`src/rtl/collision_scorer.sv`:
```
// Per-frame pixel collision detector with BCD score and lives; hit pulses appear the cycle after the vs falling edge.
// Score add takes four further cycles (one BCD digit each); no backpressure, every frame edge is honoured or queued.
module collision_scorer #(
   parameter logic [9:0]  GRID_X0    = 10'd64,
   parameter logic [9:0]  GRID_Y0    = 10'd48,
   parameter int          CELL_SHIFT = 5,
   parameter int          COLS       = 11,
   parameter int          ROWS       = 5,
   parameter logic [15:0] POINTS_BCD = 16'h0010,
   parameter logic [1:0]  LIVES      = 2'd3
) (
   input  logic        Clk,
   input  logic        Reset,
   input  logic [9:0]  DrawX,
   input  logic [9:0]  DrawY,
   input  logic        vs,
   input  logic        is_playing,
   input  logic        start,
   input  logic        bullet_on,
   input  logic        enemy_on,
   input  logic        ebullet_on,
   input  logic        player_on,
   output logic        hit,
   output logic [3:0]  hit_col,
   output logic [2:0]  hit_row,
   output logic        player_hit,
   output logic [15:0] score_bcd,
   output logic [1:0]  lives,
   output logic        finished
);

   // ADDk encodings share bit 2 so the low bits index the score digit directly.
   typedef enum logic [2:0] {
      IDLE   = 3'd0,
      SCAN   = 3'd1,
      REPORT = 3'd2,
      OVER   = 3'd3,
      ADD0   = 3'd4,
      ADD1   = 3'd5,
      ADD2   = 3'd6,
      ADD3   = 3'd7
   } state_t;

   state_t      state_q, state_d;
   logic        vs_d_q;
   logic        e_flag_q, e_flag_d, p_flag_q, p_flag_d, pend_q, pend_d, carry_q, carry_d;
   logic [3:0]  col_q, col_d, hit_col_q, hit_col_d;
   logic [2:0]  row_q, row_d, hit_row_q, hit_row_d;
   logic        hit_q, hit_d, player_hit_q, player_hit_d, finished_q, finished_d;
   logic [15:0] score_q, score_d;
   logic [1:0]  lives_q, lives_d;

   logic        frame_edge, e_hit, p_hit, do_report;
   logic [9:0]  dx, dy, cell_x, cell_y;
   logic [1:0]  dig_idx;
   logic [3:0]  s_dig, p_dig, dig_res;
   logic [4:0]  dig_sum;
   logic        dig_carry;

   always_comb begin
      frame_edge = vs_d_q & ~vs;
      dx         = DrawX - GRID_X0;
      dy         = DrawY - GRID_Y0;
      cell_x     = dx >> CELL_SHIFT;
      cell_y     = dy >> CELL_SHIFT;
      e_hit      = bullet_on & enemy_on & (DrawX >= GRID_X0) & (DrawY >= GRID_Y0)
                   & (cell_x < 10'(COLS)) & (cell_y < 10'(ROWS));
      p_hit      = ebullet_on & player_on;

      dig_idx    = state_q[1:0];
      s_dig      = score_q[{dig_idx, 2'b00} +: 4];
      p_dig      = POINTS_BCD[{dig_idx, 2'b00} +: 4];
      dig_sum    = {1'b0, s_dig} + {1'b0, p_dig} + {4'b0, carry_q};
      dig_carry  = (dig_sum > 5'd9);
      dig_res    = dig_carry ? 4'(dig_sum - 5'd10) : dig_sum[3:0];
   end

   always_comb begin
      state_d      = state_q;
      e_flag_d     = e_flag_q;
      p_flag_d     = p_flag_q;
      pend_d       = pend_q;
      carry_d      = carry_q;
      col_d        = col_q;
      row_d        = row_q;
      hit_col_d    = hit_col_q;
      hit_row_d    = hit_row_q;
      hit_d        = 1'b0;
      player_hit_d = 1'b0;
      finished_d   = finished_q;
      score_d      = score_q;
      lives_d      = lives_q;
      do_report    = 1'b0;

      if (start) begin
         score_d    = 16'h0000;
         lives_d    = LIVES;
         finished_d = 1'b0;
         e_flag_d   = 1'b0;
         p_flag_d   = 1'b0;
         pend_d     = 1'b0;
         carry_d    = 1'b0;
         state_d    = is_playing ? SCAN : IDLE;
      end else if (!is_playing && state_q != OVER) begin
         state_d  = IDLE;
         e_flag_d = 1'b0;
         p_flag_d = 1'b0;
         pend_d   = 1'b0;
      end else begin
         if (state_q != IDLE && state_q != OVER) begin
            if (e_hit && !e_flag_q) begin
               e_flag_d = 1'b1;
               col_d    = cell_x[3:0];
               row_d    = cell_y[2:0];
            end
            if (p_hit) p_flag_d = 1'b1;
         end

         case (state_q)
            IDLE:   state_d = SCAN;
            SCAN:   do_report = frame_edge;
            REPORT: begin
               carry_d = 1'b0;
               if (frame_edge) pend_d = 1'b1;
               if (hit_q)                state_d = ADD0;
               else if (lives_q == 2'd0) state_d = OVER;
               else                      state_d = SCAN;
            end
            ADD0, ADD1, ADD2, ADD3: begin
               score_d[{dig_idx, 2'b00} +: 4] = dig_res;
               carry_d = dig_carry;
               if (frame_edge) pend_d = 1'b1;
               if (state_q == ADD3) begin
                  if (dig_carry) score_d = 16'h9999;
                  if (lives_q == 2'd0)          state_d = OVER;
                  else if (pend_q || frame_edge) do_report = 1'b1;
                  else                           state_d = SCAN;
               end else begin
                  state_d = state_t'(state_q + 3'd1);
               end
            end
            default: ;
         endcase

         // Reporting clears after the scan update so a same-cycle overlap cannot leak into the report.
         if (do_report) begin
            hit_d        = e_flag_q;
            player_hit_d = p_flag_q;
            if (e_flag_q) begin
               hit_col_d = col_q;
               hit_row_d = row_q;
            end
            if (p_flag_q && lives_q != 2'd0) lives_d = lives_q - 2'd1;
            e_flag_d = 1'b0;
            p_flag_d = 1'b0;
            pend_d   = 1'b0;
            state_d  = REPORT;
         end
         if (state_d == OVER) finished_d = 1'b1;
      end
   end

   always_ff @(posedge Clk) begin
      if (Reset) begin
         state_q      <= IDLE;
         vs_d_q       <= 1'b0;
         e_flag_q     <= 1'b0;
         p_flag_q     <= 1'b0;
         pend_q       <= 1'b0;
         carry_q      <= 1'b0;
         col_q        <= 4'd0;
         row_q        <= 3'd0;
         hit_col_q    <= 4'd0;
         hit_row_q    <= 3'd0;
         hit_q        <= 1'b0;
         player_hit_q <= 1'b0;
         finished_q   <= 1'b0;
         score_q      <= 16'h0000;
         lives_q      <= LIVES;
      end else begin
         state_q      <= state_d;
         vs_d_q       <= vs;
         e_flag_q     <= e_flag_d;
         p_flag_q     <= p_flag_d;
         pend_q       <= pend_d;
         carry_q      <= carry_d;
         col_q        <= col_d;
         row_q        <= row_d;
         hit_col_q    <= hit_col_d;
         hit_row_q    <= hit_row_d;
         hit_q        <= hit_d;
         player_hit_q <= player_hit_d;
         finished_q   <= finished_d;
         score_q      <= score_d;
         lives_q      <= lives_d;
      end
   end

   assign hit        = hit_q;
   assign hit_col    = hit_col_q;
   assign hit_row    = hit_row_q;
   assign player_hit = player_hit_q;
   assign score_bcd  = score_q;
   assign lives      = lives_q;
   assign finished   = finished_q;

endmodule
```
`config.mk`:
```
export PLATFORM = sky130hd
export DESIGN_NAME = collision_scorer
export DESIGN_NICKNAME = d
export VERILOG_FILES = /design/src/rtl/collision_scorer.sv
export SDC_FILE = /design/constraint.sdc
export NUM_CORES = 1
export LEC_CHECK = 0
export BUFFER_PORTS_ARGS = -buffer_cell sky130_fd_sc_hd__buf_2
export CORE_ASPECT_RATIO = 1.4
export CORE_MARGIN = 5
export CORE_UTILIZATION = 50
export DETAILED_ROUTE_END_ITERATION = 10
export GPL_TIMING_DRIVEN = 0
export MAX_ROUTING_LAYER = met4
export PLACE_DENSITY = 0.8
export SYNTH_ARGS = -nofsm -noshare
export SYNTH_HDL_FRONTEND = slang
export SYNTH_SLANG_ARGS = --single-unit
```
`constraint.sdc`:
```
create_clock -name Clk -period 4.2 [get_ports Clk]
set_input_delay 0.21 -clock Clk [delete_from_list [all_inputs] [get_ports Clk]]
set_output_delay 0.21 -clock Clk [all_outputs]
set_load 0.05 [all_outputs]
```
Word level (Yosys, flattened, before mapping). Cells that the tools add are included.

Register bits after elaboration: 43. Input bits: 29. Output and inout bits: 28.

Add/subtract/negate cells: 8. Order comparisons: 5. Equality and inequality tests: 8. Shift operators: 4. Multiplexer cells: 23. Bitwise logic cells: 11. Reductions and logical operators: 26.

Operators by type and width (count): 16-bit two-way mux (2); 3-bit two-way mux (9); 16-bit bitwise mux (1); 4-bit by 6-bit variable shift with 16-bit output (first input constant) (1); 16-bit by 5-bit variable part select with 4-bit output (1); 16-bit by 5-bit variable part select with 4-bit output (first input constant) (1); 4-bit by 6-bit variable part select with 16-bit output (1); 3-bit equality test (second input constant) (4); 2-bit AND reduction (6); 4-bit OR reduction (3); 10-bit by 6-bit greater-or-equal comparator with 1-bit output (second input constant) (1); 10-bit by 7-bit greater-or-equal comparator with 1-bit output (second input constant) (1); 10-bit by 6-bit subtractor with 10-bit output (second input constant) (1); 10-bit by 7-bit subtractor with 10-bit output (second input constant) (1); 3-bit case mux with 3 select lines (1); 4-bit AND reduction (2); 1-bit bitwise AND (7); 3-bit by 2-bit equality test with 1-bit output (second input constant) (2); 1-bit two-way mux (6); 4-bit negator with 6-bit output (1); 4-bit by 4-bit adder with 5-bit output (1); 5-bit by 1-bit adder with 5-bit output (1); 5-bit by 4-bit > comparator with 1-bit output (second input constant) (1); 5-bit by 3-bit less-than comparator with 1-bit output (second input constant) (1); other kinds (20) (29).

Depth between registers and ports, before layout. Gate-level depths: netlist (run 1).

Depth in word-level cells: 14. Mapped depth: 17.

Worst setup path after synthesis (run 1). Ideal clock, no wire load.

Kind: reg-to-reg. Start point: register state_q[1]. End point: register score_q[5], in the netlist score_bcd[5]. Data arrival time: 3286 ps. Path slack: 797 ps. Cell stages (with the launch flop): 17. Path buffers: 4. Clock period less this slack: 3403 ps. Path through: dfxtp_1 buf_2 inv_1 ha_1 clkbuf_1 inv_1 fa_1 inv_1 ha_1 clkbuf_1 xnor2_1 ha_1 o41ai_2 o211a_1 buf_2 o31ai_1 a22o_1.

Cells in the longest elaborated chain, start to end: 9. Elaborated cells between the ends (all ways): 22. Classes of those cells: 4 x add/sub; 1 x order compare; 5 x eq/ne; 4 x shift; 4 x mux; 1 x bitwise; 3 x reduce/logical.

RTL lines: start: declaration (RTL line 44) `state_t state_q, state_d;`; start signal: assignment (RTL line 181) `state_q <= state_d;`; 16-bit by 5-bit variable part select with 4-bit output, on equally long branches (RTL line 71, 72); 4-bit by 4-bit adder with 5-bit output (RTL line 73) `dig_sum = {1'b0, s_dig} + {1'b0, p_dig} + {4'b0, carry_q};`; 5-bit by 1-bit adder with 5-bit output (RTL line 73); 4-bit subtractor / 5-bit by 4-bit > comparator with 1-bit output (equally long branches) (RTL line 75, 74); 4-bit two-way mux (RTL line 75) `dig_res = dig_carry ? 4'(dig_sum - 5'd10) : dig_sum[3:0];`; 4-bit by 6-bit variable part select with 16-bit output (RTL line 130) `score_d[{dig_idx, 2'b00} +: 4] = dig_res;`; 16-bit bitwise mux (RTL line 130); 16-bit two-way mux (RTL line 134) `if (dig_carry) score_d = 16'h9999;`; 16-bit two-way mux (RTL line 133) `if (state_q == ADD3) begin`; end signal: assignment (RTL line 194) `score_q <= score_d;`; end: declaration (RTL line 50) `logic [15:0] score_q, score_d;`.

Several ways; a longest one is shown, not always the timed one. A chain may end at the register's enable or synchronous reset.

Final worst setup path (run 1).
Start point: register state_q[1]. End point: register score_q[10], in the netlist score_bcd[10].

The elaborated chain is that of the path after synthesis.

==> results of run 1 <==
==> stage by stage <==
stage	total power [mW]	util [%]	cell area, µm²	hold slack, ns
after global placement	0.4981	57.57	2925	0.4461
after global routing	0.7947	59.59	3028	0.1156
after CTS	0.7618	59.32	3014	0.1327
after floorplan	0.4700	-	2582	0.3066
after detailed placement	0.5002	57.57	2925	0.4549
final	0.7559	59.59	3028	0.1383
==> registers in the layout, indices dropped and copies added (netlist names) <==
| register | cells |
|---|---|
| state_q | 3 |
| score_bcd | 16 |
| vs_d_q | 1 |
| carry_q | 1 |
| pend_q | 1 |
| e_flag_q | 1 |
| lives | 2 |
| hit_col | 4 |
| hit_row | 3 |
| row_q | 3 |
| p_flag_q | 1 |
| hit | 1 |
| finished | 1 |
| col_q | 4 |
| player_hit | 1 |
==> report_power, final <==
group	total, mW	leakage, nW	internal (mW)	switching, mW
clock	0.264	0.0402	0.116	0.148
sequential	0.410	0.347	0.409	0.00124
combinational	0.0821	0.858	0.0313	0.0508
==> cell families (layout without fill, tap and decap cells) <==
logic type	count (synthesis)	after routing	share of synthesized area, %
simple gates	98	98	19.19
buf+inv	40	100	6.056
compound gates	98	98	25.15
flops	43	43	33.33
mux	13	13	6.541
fa+ha+maj	16	16	8.043
xor+xnor	5	5	1.696
==> metal layers <==
layer,vias up,track usage (%),share of wire (%)
met2,83,39.32,54
met3,31,3.692,4.6
li1,1244,-,-
met5,-,-,0
met4,0,12.23,5.0
met1,1179,20.88,37
==> cells in the final DEF, fill, tap and decap left out, types with 2 or more instances in the layout <==
cell	Yosys	routed
buf_2	2	54
dfxtp_1	43	43
nor2_1	34	34
a21oi_1	32	32
inv_1	25	25
nand2_1	18	18
ha_1	15	14
clkbuf_1	10	10
nor2b_1	10	10
nand3_1	10	10
o21ai_0	10	10
mux2i_1	9	9
o21ai_1	8	8
a211oi_1	5	5
clkbuf_8	0	5
xnor2_1	4	4
nand2b_1	4	4
o21a_1	4	4
a31oi_1	4	4
o22ai_1	4	4
o211ai_1	4	4
o2bb2ai_1	4	4
nor3_1	4	4
mux4_2	3	3
o32ai_1	3	3
or3_1	2	2
o31a_1	2	2
or2_2	2	2
o2111ai_1	2	2
nor4bb_1	2	2
or4_1	2	2
a21o_1	2	2
clkinvlp_4	0	2
==> final cells by class <==
type	instances	area [µm²]
fill	466	2053
multi-input combinational	230	1579
sequential	43	860.8
timing repair buffer	52	260.3
inverter	27	101.3
tap	66	82.58
clock buffer	5	68.82
buffer	13	55.05
clock inverter	3	20.02
==> timing repair <==
item,4_1_cts,5_1_grt
buffers inserted,0,0
setup endpoints to repair,0,9
resized for setup,0,2
==> worst min path at each step <==
stage | from | endpoint | slack (ns) | cells after the start
finish | DrawX[6] | col_q[1] | 0.14 | 2
global route | DrawX[6] | col_q[1] | 0.12 | 2
CTS | DrawX[6] | col_q[1] | 0.13 | 2
detailed placement | vs | vs_d_q | 0.45 | 2
global placement | DrawX[6] | col_q[1] | 0.45 | 2
floorplan | DrawX[6] | col_q[1] | 0.31 | 1
==> worst register-to-register path, delay by kind of cell, from the launching register on <==
| family | cells | cell delay (ns) |
|---|---|---|
| compound gates | 4 | 1.17 |
| xor+xnor | 1 | 0.13 |
| fa+ha+maj | 4 | 1.01 |
| buf+inv | 6 | 1.18 |
| flops | 1 | 0.34 |
==> flow_metrics.env, run 1 <==
export IMPL_rsz0062_at_grt="false"
export IMPL_start_kind="flop"
export IMPL_cts_sinks=43
export IMPL_ys_seq_elements=43
export IMPL_yosys_area_top_type="dfxtp_1"
export IMPL_synthFlopType="dfxtp_1"
export IMPL_vias_per_cell=5.779
export IMPL_startpoint="state_q[1]"
export IMPL_drive_above_1_share_pct=20.38
export IMPL_gr_total_overflow=0
export IMPL_cts_hold_buf=0
export IMPL_r2r_start="state_q[1]"
export IMPL_path_depth=15
export IMPL_core_um2=5081
export IMPL_cts_tree="built"
export IMPL_cts_buffers=5
export IMPL_grt_max_degree=15
export IMPL_syn_cell_area_um2=2582
export IMPL_setup_slack_ns=0.2759
export IMPL_fin_crit_ns=3.924
export IMPL_critPathMaxFanout=9
export IMPL_crit_chain="buf_2, inv_1, ha_1, clkbuf_1, inv_1, fa_1, inv_1, ha_1, clkbuf_1, xnor2_1, ha_2, o41ai_4, o21ai_1, o22a_1, o32ai_1"
export IMPL_die_w_um=70.74
export IMPL_vias=2537
export IMPL_pre_cts_slack_ns=0.1683
export IMPL_path_clk_slew_ns=0.09
export IMPL_timing_fmax_mhz=254.8
export IMPL_arrival_ns=4.13
export IMPL_finalCritPeriodShare_pct=93.43
export IMPL_dp_cells=431
export IMPL_crit_buf_inv=6
export IMPL_crit_top_cell="inv_1"
export IMPL_p_per_area_nw_per_um2=249.6
export IMPL_dieArea_um2=6723
export IMPL_diodes=0
export IMPL_ant_nets=0
export IMPL_synth_cell_type_count=60
export IMPL_place_congestion=0.9489
export IMPL_post_drt_wl_per_cell_um=15.40
export IMPL_synth_edf_count=0
export IMPL_io_buffers=52
export IMPL_endpoint="score_bcd[10]"
export IMPL_grt_total_usage_pct=21.33
export IMPL_status="completed"
export IMPL_synth_most_common_cell="dfxtp_1"
export IMPL_syn_avg_cell_area_um2=8.251
export IMPL_worst_r2r_endpoint="score_bcd[10]"
export IMPL_synth_area_top_cells="dfxtp_1 (33%), ha_1 (7.3%), a21oi_1 (6.2%)"
export IMPL_grt_pass1_wl_mm=11.12
export IMPL_cap_violations=0
export IMPL_synth_top_cell_area_share_pct=33.33
export IMPL_grt_pass1_vias=2502
export IMPL_worst_ir_drop_vdd_v=0.0002301
export IMPL_hold_path_class="in2reg"
export IMPL_rows=31
export IMPL_drc=0
export IMPL_cts_root_buffer="clkbuf_8"
export IMPL_worstSetupPathType="reg2reg"
export IMPL_initial_utilization_pct=50.82
export IMPL_hold_viol_final=0
export IMPL_slowest_delay_ns=0.46
export IMPL_ys_warn_count=0
export IMPL_synth_cells=313
export IMPL_clock_latency_ns=0.30
export IMPL_setup_tns_ns=0
export IMPL_stdcell_count=439
export IMPL_ff2ff_path_depth=15
export IMPL_maxSlewViolCount=0
export IMPL_skew_ns=0.007491
export IMPL_path_delay_family="buffers and inverters"
export IMPL_synthesis_nets=358
export IMPL_crit_path_end_kind="flop"
export IMPL_worst_pin_slew_ns=1.003
export IMPL_cts_buffer_depth=2
export IMPL_yosysSeqAreaShare_pct=33.33
export IMPL_power_leakage_nw=1.245
export IMPL_async_flop_share_pct=0
export IMPL_slew_headroom_pct=32.17
export IMPL_ctsHtreeMaxLevel=2
export IMPL_layout_nets=417
export IMPL_syn2layout_area_growth_pct=17.25
export IMPL_ios=57
export IMPL_crit_slowest_cell="fa_1"
export IMPL_die_h_um=95.04
export IMPL_setup_violations_final=0
export IMPL_hpwlAfterDp_mm=5.367
export IMPL_synth_commonest_cells="dfxtp_1 (43), nor2_1 (34), a21oi_1 (32)"
export IMPL_first_iter_violations=132
export IMPL_r2r_slack_ns=0.28
export IMPL_drt_pass1_iter_count=4
export IMPL_grt_antenna_before_repair=0
export IMPL_required_ns=4.41
export IMPL_wirelength_mm=6.762
No activity file was read; power rests on OpenSTA's default activity.
==> run 2: changes to the inputs <==
--- a/config.mk
+++ b/config.mk
@@ -8,11 +8,11 @@
 export BUFFER_PORTS_ARGS = -buffer_cell sky130_fd_sc_hd__buf_2
 export CORE_ASPECT_RATIO = 1.4
 export CORE_MARGIN = 5
-export CORE_UTILIZATION = 50
+export CORE_UTILIZATION = 40
 export DETAILED_ROUTE_END_ITERATION = 10
 export GPL_TIMING_DRIVEN = 0
 export MAX_ROUTING_LAYER = met4
-export PLACE_DENSITY = 0.8
+export PLACE_DENSITY = 0.68
 export SYNTH_ARGS = -nofsm -noshare
 export SYNTH_HDL_FRONTEND = slang
 export SYNTH_SLANG_ARGS = --single-unit
==> constraint.sdc (replaced) <==
create_clock -name Clk -period 4.2 [get_ports Clk]
set_input_delay 0.42 -clock Clk [delete_from_list [all_inputs] [get_ports Clk]]
set_output_delay 0.42 -clock Clk [all_outputs]
set_load 0.05 [all_outputs]
==> run 2 against run 1 <==
Wire length is 3.2% higher. Highest routed layer unchanged. Combinational power rose by 0.9%. Sequential power is essentially flat. Die area is 22% higher. Global-route usage fell by 3.7 points. Hold slack improved by 0.20 ns. Core utilization is 11 points lower. Critical endpoint is now score_bcd[14]. First-iteration DRC count fell by 13%. Via count is 0.39% lower. Setup slack better by 0.089 ns.
==> flow_metrics.env, run 2 (synthesized netlist as in run 1, its figures left out) <==
export IMPL_vias_per_cell=5.691
export IMPL_core_um2=6254
export IMPL_drc=0
export IMPL_required_ns=4.41
export IMPL_place_congestion=0.8604
export IMPL_ios=57
export IMPL_worstSetupPathType="reg2reg"
export IMPL_skew_ns=0.007579
export IMPL_critPathMaxFanout=9
export IMPL_dpl_cell_area_um2=2933
export IMPL_setup_slack_ns=0.3649
export IMPL_cts_buffer_depth=2
export IMPL_grt_pass1_wl_mm=11.65
export IMPL_power_switching_mw=0.2031
export IMPL_cap_violations=0
export IMPL_slew_headroom_pct=25.82
export IMPL_setup_tns_ns=0
export IMPL_postCtsSetupRepairBufs=0
export IMPL_wirelength_mm=6.979
export IMPL_vias=2527
export IMPL_post_drt_wl_per_cell_um=15.72
export IMPL_hold_viol_final=0
export IMPL_cts_tree="built"
export IMPL_whs_path_depth=2
export IMPL_worst_ir_drop_vdd_v=0.0001648
export IMPL_cts_buffers=5
export IMPL_syn2layout_area_growth_pct=17.30
export IMPL_hpwlAfterDp_mm=5.474
export IMPL_final_common_cell="buf_2"
export IMPL_gr_total_overflow=0
export IMPL_cts_root_buffer="clkbuf_8"
export IMPL_status="completed"
export IMPL_clock_latency_ns=0.30
export IMPL_pre_cts_slack_ns=0.1880
export IMPL_diodes=0
export IMPL_dp_cells=437
export IMPL_maxSlewViolCount=0
export IMPL_power_internal_mw=0.5559
export IMPL_die_h_um=105.1
export IMPL_switching_share_pct=26.76
export IMPL_final_util_pct=48.44
export IMPL_post_cts_resized=0
export IMPL_die_w_um=77.91
export IMPL_drive_above_1_share_pct=20.16
export IMPL_cts_hold_buf=0
export IMPL_setup_violations_final=0
export IMPL_clock_power_share_pct=35.1
export IMPL_io_buffers=52
export IMPL_hold_path_class="in2reg"
export IMPL_ctsHtreeMaxLevel=2
export IMPL_layout_common_cells="buf_2 (54), dfxtp_1 (43), nor2_1 (34), a21oi_1 (32), inv_1 (25)"
export IMPL_first_iter_violations=115
export IMPL_start_kind="flop"
export IMPL_drt_pass1_iter_count=4
export IMPL_dieArea_um2=8186
export IMPL_ant_nets=0
export IMPL_grt_antenna_before_repair=0
export IMPL_grt_max_degree=15
export IMPL_path_clk_slew_ns=0.09
export IMPL_power_leakage_nw=1.245
export IMPL_finalCritPeriodShare_pct=91.31
export IMPL_layout_nets=416
export IMPL_crit_path_end_kind="flop"
export IMPL_fin_area_um2=3029
export IMPL_timing_fmax_mhz=260.8
export IMPL_p_total_mw=0.7590
export IMPL_holdWs_ns=0.3395
export IMPL_stdcell_count=444
export IMPL_cts_sinks=43
export IMPL_fin_crit_ns=3.835
export IMPL_rsz0062_at_grt="false"
export IMPL_pwr_share_seq_pct=54.0
export IMPL_rows=34
export IMPL_ff2ff_path_depth=14
export IMPL_p_per_area_nw_per_um2=250.6
export IMPL_largest_reg_flops=16
export IMPL_grt_total_usage_pct=17.64
export IMPL_arrival_ns=4.04
export IMPL_combPwrFrac_pct=10.9
export IMPL_initial_utilization_pct=41.30
export IMPL_grt_pass1_vias=2505
export IMPL_worst_pin_slew_ns=1.097
## run 2: worst paths after layout
| kind | start | endpoint | slack, ns |
|---|---|---|---|
| max | state_q[1] | score_bcd[14] | 0.36 |
| min | DrawX[6] | col_q[1] | 0.34 |
| max reg2reg | state_q[1] | score_bcd[14] | 0.36 |
| min reg2reg | finished | finished | 0.47 |
## run 2: cell type report
cell class	count	area, µm²
Inverter	27	101.3
Buffer	12	51.30
Timing Repair Buffer	52	260.3
Tap cell	72	90.09
Fill cell	622	3224
Multi-Input combinational cell	230	1577
Clock buffer	5	68.82
Sequential cell	43	860.8
Clock inverter	3	20.02
## run 2: critical path: stages, from the launching register on
cell and delay, ns:
dfxtp_1 0.35, buf_2 0.20, inv_1 0.15, ha_1 0.35, inv_1 0.14, fa_1 0.45, inv_1 0.07, ha_1 0.13
clkbuf_1 0.27, xnor2_1 0.13, ha_1 0.30, o41ai_4 0.48, o21ai_1 0.15, o22a_1 0.28, o32ai_1 0.29
## run 2: per-layer routing
layer / part of all wire, % / GRT usage [%] / wire [µm]
met3: 4.6 / 2.926 / 323
met4: 3.4 / 7.488 / 235
met5: 0 / - / 0
met2: 53 / 31.42 / 3694
met1: 39 / 18.94 / 2725
## run 2: power by group through the flow
stage | sequential (mW) | clock, mW | combinational, mW
global placement | 0.419 | 0 | 0.0799
floorplan | 0.419 | 0 | 0.0506
global route | 0.410 | 0.286 | 0.0912
CTS | 0.410 | 0.271 | 0.0818
detailed placement | 0.420 | 0 | 0.0813
finish | 0.410 | 0.266 | 0.0828
==> run 3: changes to the inputs <==
==> constraint.sdc (replaced) <==
create_clock -name Clk -period 3.75 [get_ports Clk]
set_input_delay 0.375 -clock Clk [delete_from_list [all_inputs] [get_ports Clk]]
set_output_delay 0.375 -clock Clk [all_outputs]
set_load 0.05 [all_outputs]
==> run 3 against run 2 <==
Hold slack got worse by 0.040 ns. Cell area hardly changed. Clock power up 12%. Critical endpoint is now score_bcd[5].
==> flow_metrics.env, run 3 (synthesized netlist as in run 1, its figures left out) <==
export IMPL_status="completed"
export IMPL_drc=0
export IMPL_postCtsSetupRepairBufs=0
export IMPL_ios=57
export IMPL_routed_top_layer="met4"
export IMPL_maxSlewViolCount=0
export IMPL_start_kind="flop"
export IMPL_post_drt_wl_per_cell_um=15.75
export IMPL_grt_antenna_before_repair=0
export IMPL_grt_max_degree=15
export IMPL_largest_reg_flops=16
export IMPL_drive_above_1_share_pct=20.75
export IMPL_wirelength_mm=6.977
export IMPL_cts_hold_buf=0
export IMPL_initial_utilization_pct=41.30
export IMPL_die_h_um=105.1
export IMPL_clock_latency_ns=0.30
export IMPL_power_internal_mw=0.6228
export IMPL_layout_common_cells="buf_2 (54), dfxtp_1 (43), nor2_1 (34), a21oi_1 (32), inv_1 (25)"
export IMPL_worst_pin_slew_ns=1.040
export IMPL_dieArea_um2=8186
export IMPL_critPathMaxFanout=9
export IMPL_cap_violations=0
export IMPL_syn2layout_area_growth_pct=17.35
export IMPL_grt_pass1_wl_mm=11.72
export IMPL_drt_met1_wl_mm=2.715
export IMPL_setup_tns_ns=0
export IMPL_final_common_cell="buf_2"
export IMPL_grt_total_usage_pct=17.72
export IMPL_timing_fmax_mhz=282.1
export IMPL_whs_path_depth=2
export IMPL_drt_pass1_iter_count=4
export IMPL_worstSetupPathType="reg2reg"
export IMPL_cts_tree="built"
export IMPL_power_leakage_nw=1.241
export IMPL_slew_headroom_pct=29.68
export IMPL_seq_area_um2=860.8
export IMPL_vias_per_cell=5.720
export IMPL_fill_cells=621
export IMPL_ctsHtreeMaxLevel=2
export IMPL_switching_share_pct=26.60
export IMPL_hold_path_class="in2reg"
export IMPL_clock_power_share_pct=35.0
export IMPL_pwr_share_seq_pct=54.1
export IMPL_ff2ff_path_depth=15
export IMPL_rsz0062_at_grt="false"
export IMPL_p_per_area_nw_per_um2=280.0
export IMPL_path_clk_slew_ns=0.09
export IMPL_diodes=0
export IMPL_layout_nets=415
export IMPL_skew_ns=0.006294
export IMPL_core_um2=6254
export IMPL_arrival_ns=3.79
export IMPL_cts_root_buffer="clkbuf_8"
export IMPL_fin_crit_ns=3.545
export IMPL_hpwlAfterDp_mm=5.474
export IMPL_die_w_um=77.91
export IMPL_combPwrFrac_pct=10.9
export IMPL_gr_total_overflow=0
export IMPL_worst_ir_drop_vdd_v=0.0001847
export IMPL_cts_buffer_depth=2
export IMPL_crit_path_end_kind="flop"
export IMPL_cts_sinks=43
export IMPL_vias=2534
export IMPL_first_iter_violations=128
export IMPL_place_congestion=0.8604
export IMPL_io_buffers=52
export IMPL_wl_met3_um=330
export IMPL_setup_violations_final=0
export IMPL_cts_buffers=5
export IMPL_p_total_mw=0.8486
export IMPL_grt_pass1_vias=2521
export IMPL_multiInputGateArea_um2=1582
export IMPL_ant_nets=0
export IMPL_required_ns=4.00
export IMPL_finalCritPeriodShare_pct=94.54
export IMPL_hold_viol_final=0
export IMPL_power_switching_mw=0.2258
export IMPL_rows=34
export IMPL_wl_met2_mm=3.692
[run 3: worst max-delay path, cell delays in order (launching register included)]
cell     delay [ns]
dfxtp_1        0.35
buf_2          0.20
inv_1          0.16
ha_2           0.30
inv_1          0.11
fa_1           0.44
inv_1          0.07
ha_1           0.30
xnor2_1        0.16
ha_2           0.28
nor2b_1        0.08
o21a_1         0.16
o211a_1        0.23
buf_2          0.18
o31ai_1        0.29
a22o_1         0.18
[run 3: routing by layer]
layer	track usage [%]	up-vias
li1	-	1242
met1	19.05	1192
met2	31.54	80
met3	2.926	20
met4	7.488	0
met5	-	-
[run 3: path summary, 6_finish.rpt]
path | start | to | slack (ns)
max | state_q[1] | score_bcd[5] | 0.20
min reg2reg | finished | finished | 0.47
min | DrawX[6] | col_q[1] | 0.30
max reg2reg | state_q[1] | score_bcd[5] | 0.20
[run 3: through the flow]
stage	hold slack [ns]	worst slack, ns	instance area, µm²	utilization, %	std cells
floorplan	0.4269	0.3472	2582	-	313
global placement	0.4506	-0.1674	2933	46.90	437
detailed placement	0.4600	-0.2620	2933	46.90	437
CTS	0.2936	0.007991	3032	48.48	444
global route	0.3007	0.01113	3030	48.46	443
finish	0.2995	0.2049	3030	48.46	443
[run 3: layout make-up]
class	count	area share, %
buffer	11	1.569
clock buffer	5	2.271
clock inverter	3	0.6606
inverter	27	3.344
multi-input combinational	230	52.19
sequential	43	28.41
tap	72	2.973
timing repair buffer	52	8.588
[run 3: power by group through the flow]
| stage | Sequential (mW) | Clock (mW) | Combinational (mW) |
|---|---|---|---|
| final | 0.459 | 0.297 | 0.0927 |
| after global routing | 0.459 | 0.322 | 0.102 |
| after CTS | 0.459 | 0.304 | 0.0919 |
| after detailed placement | 0.470 | 0 | 0.0911 |
| after global placement | 0.470 | 0 | 0.0895 |
| after floorplan | 0.470 | 0 | 0.0567 |
[run 3: timing repair]
item	4_1_cts	5_1_grt
pin swaps	0	1
resized for setup	2	1
setup endpoints to repair	16	16
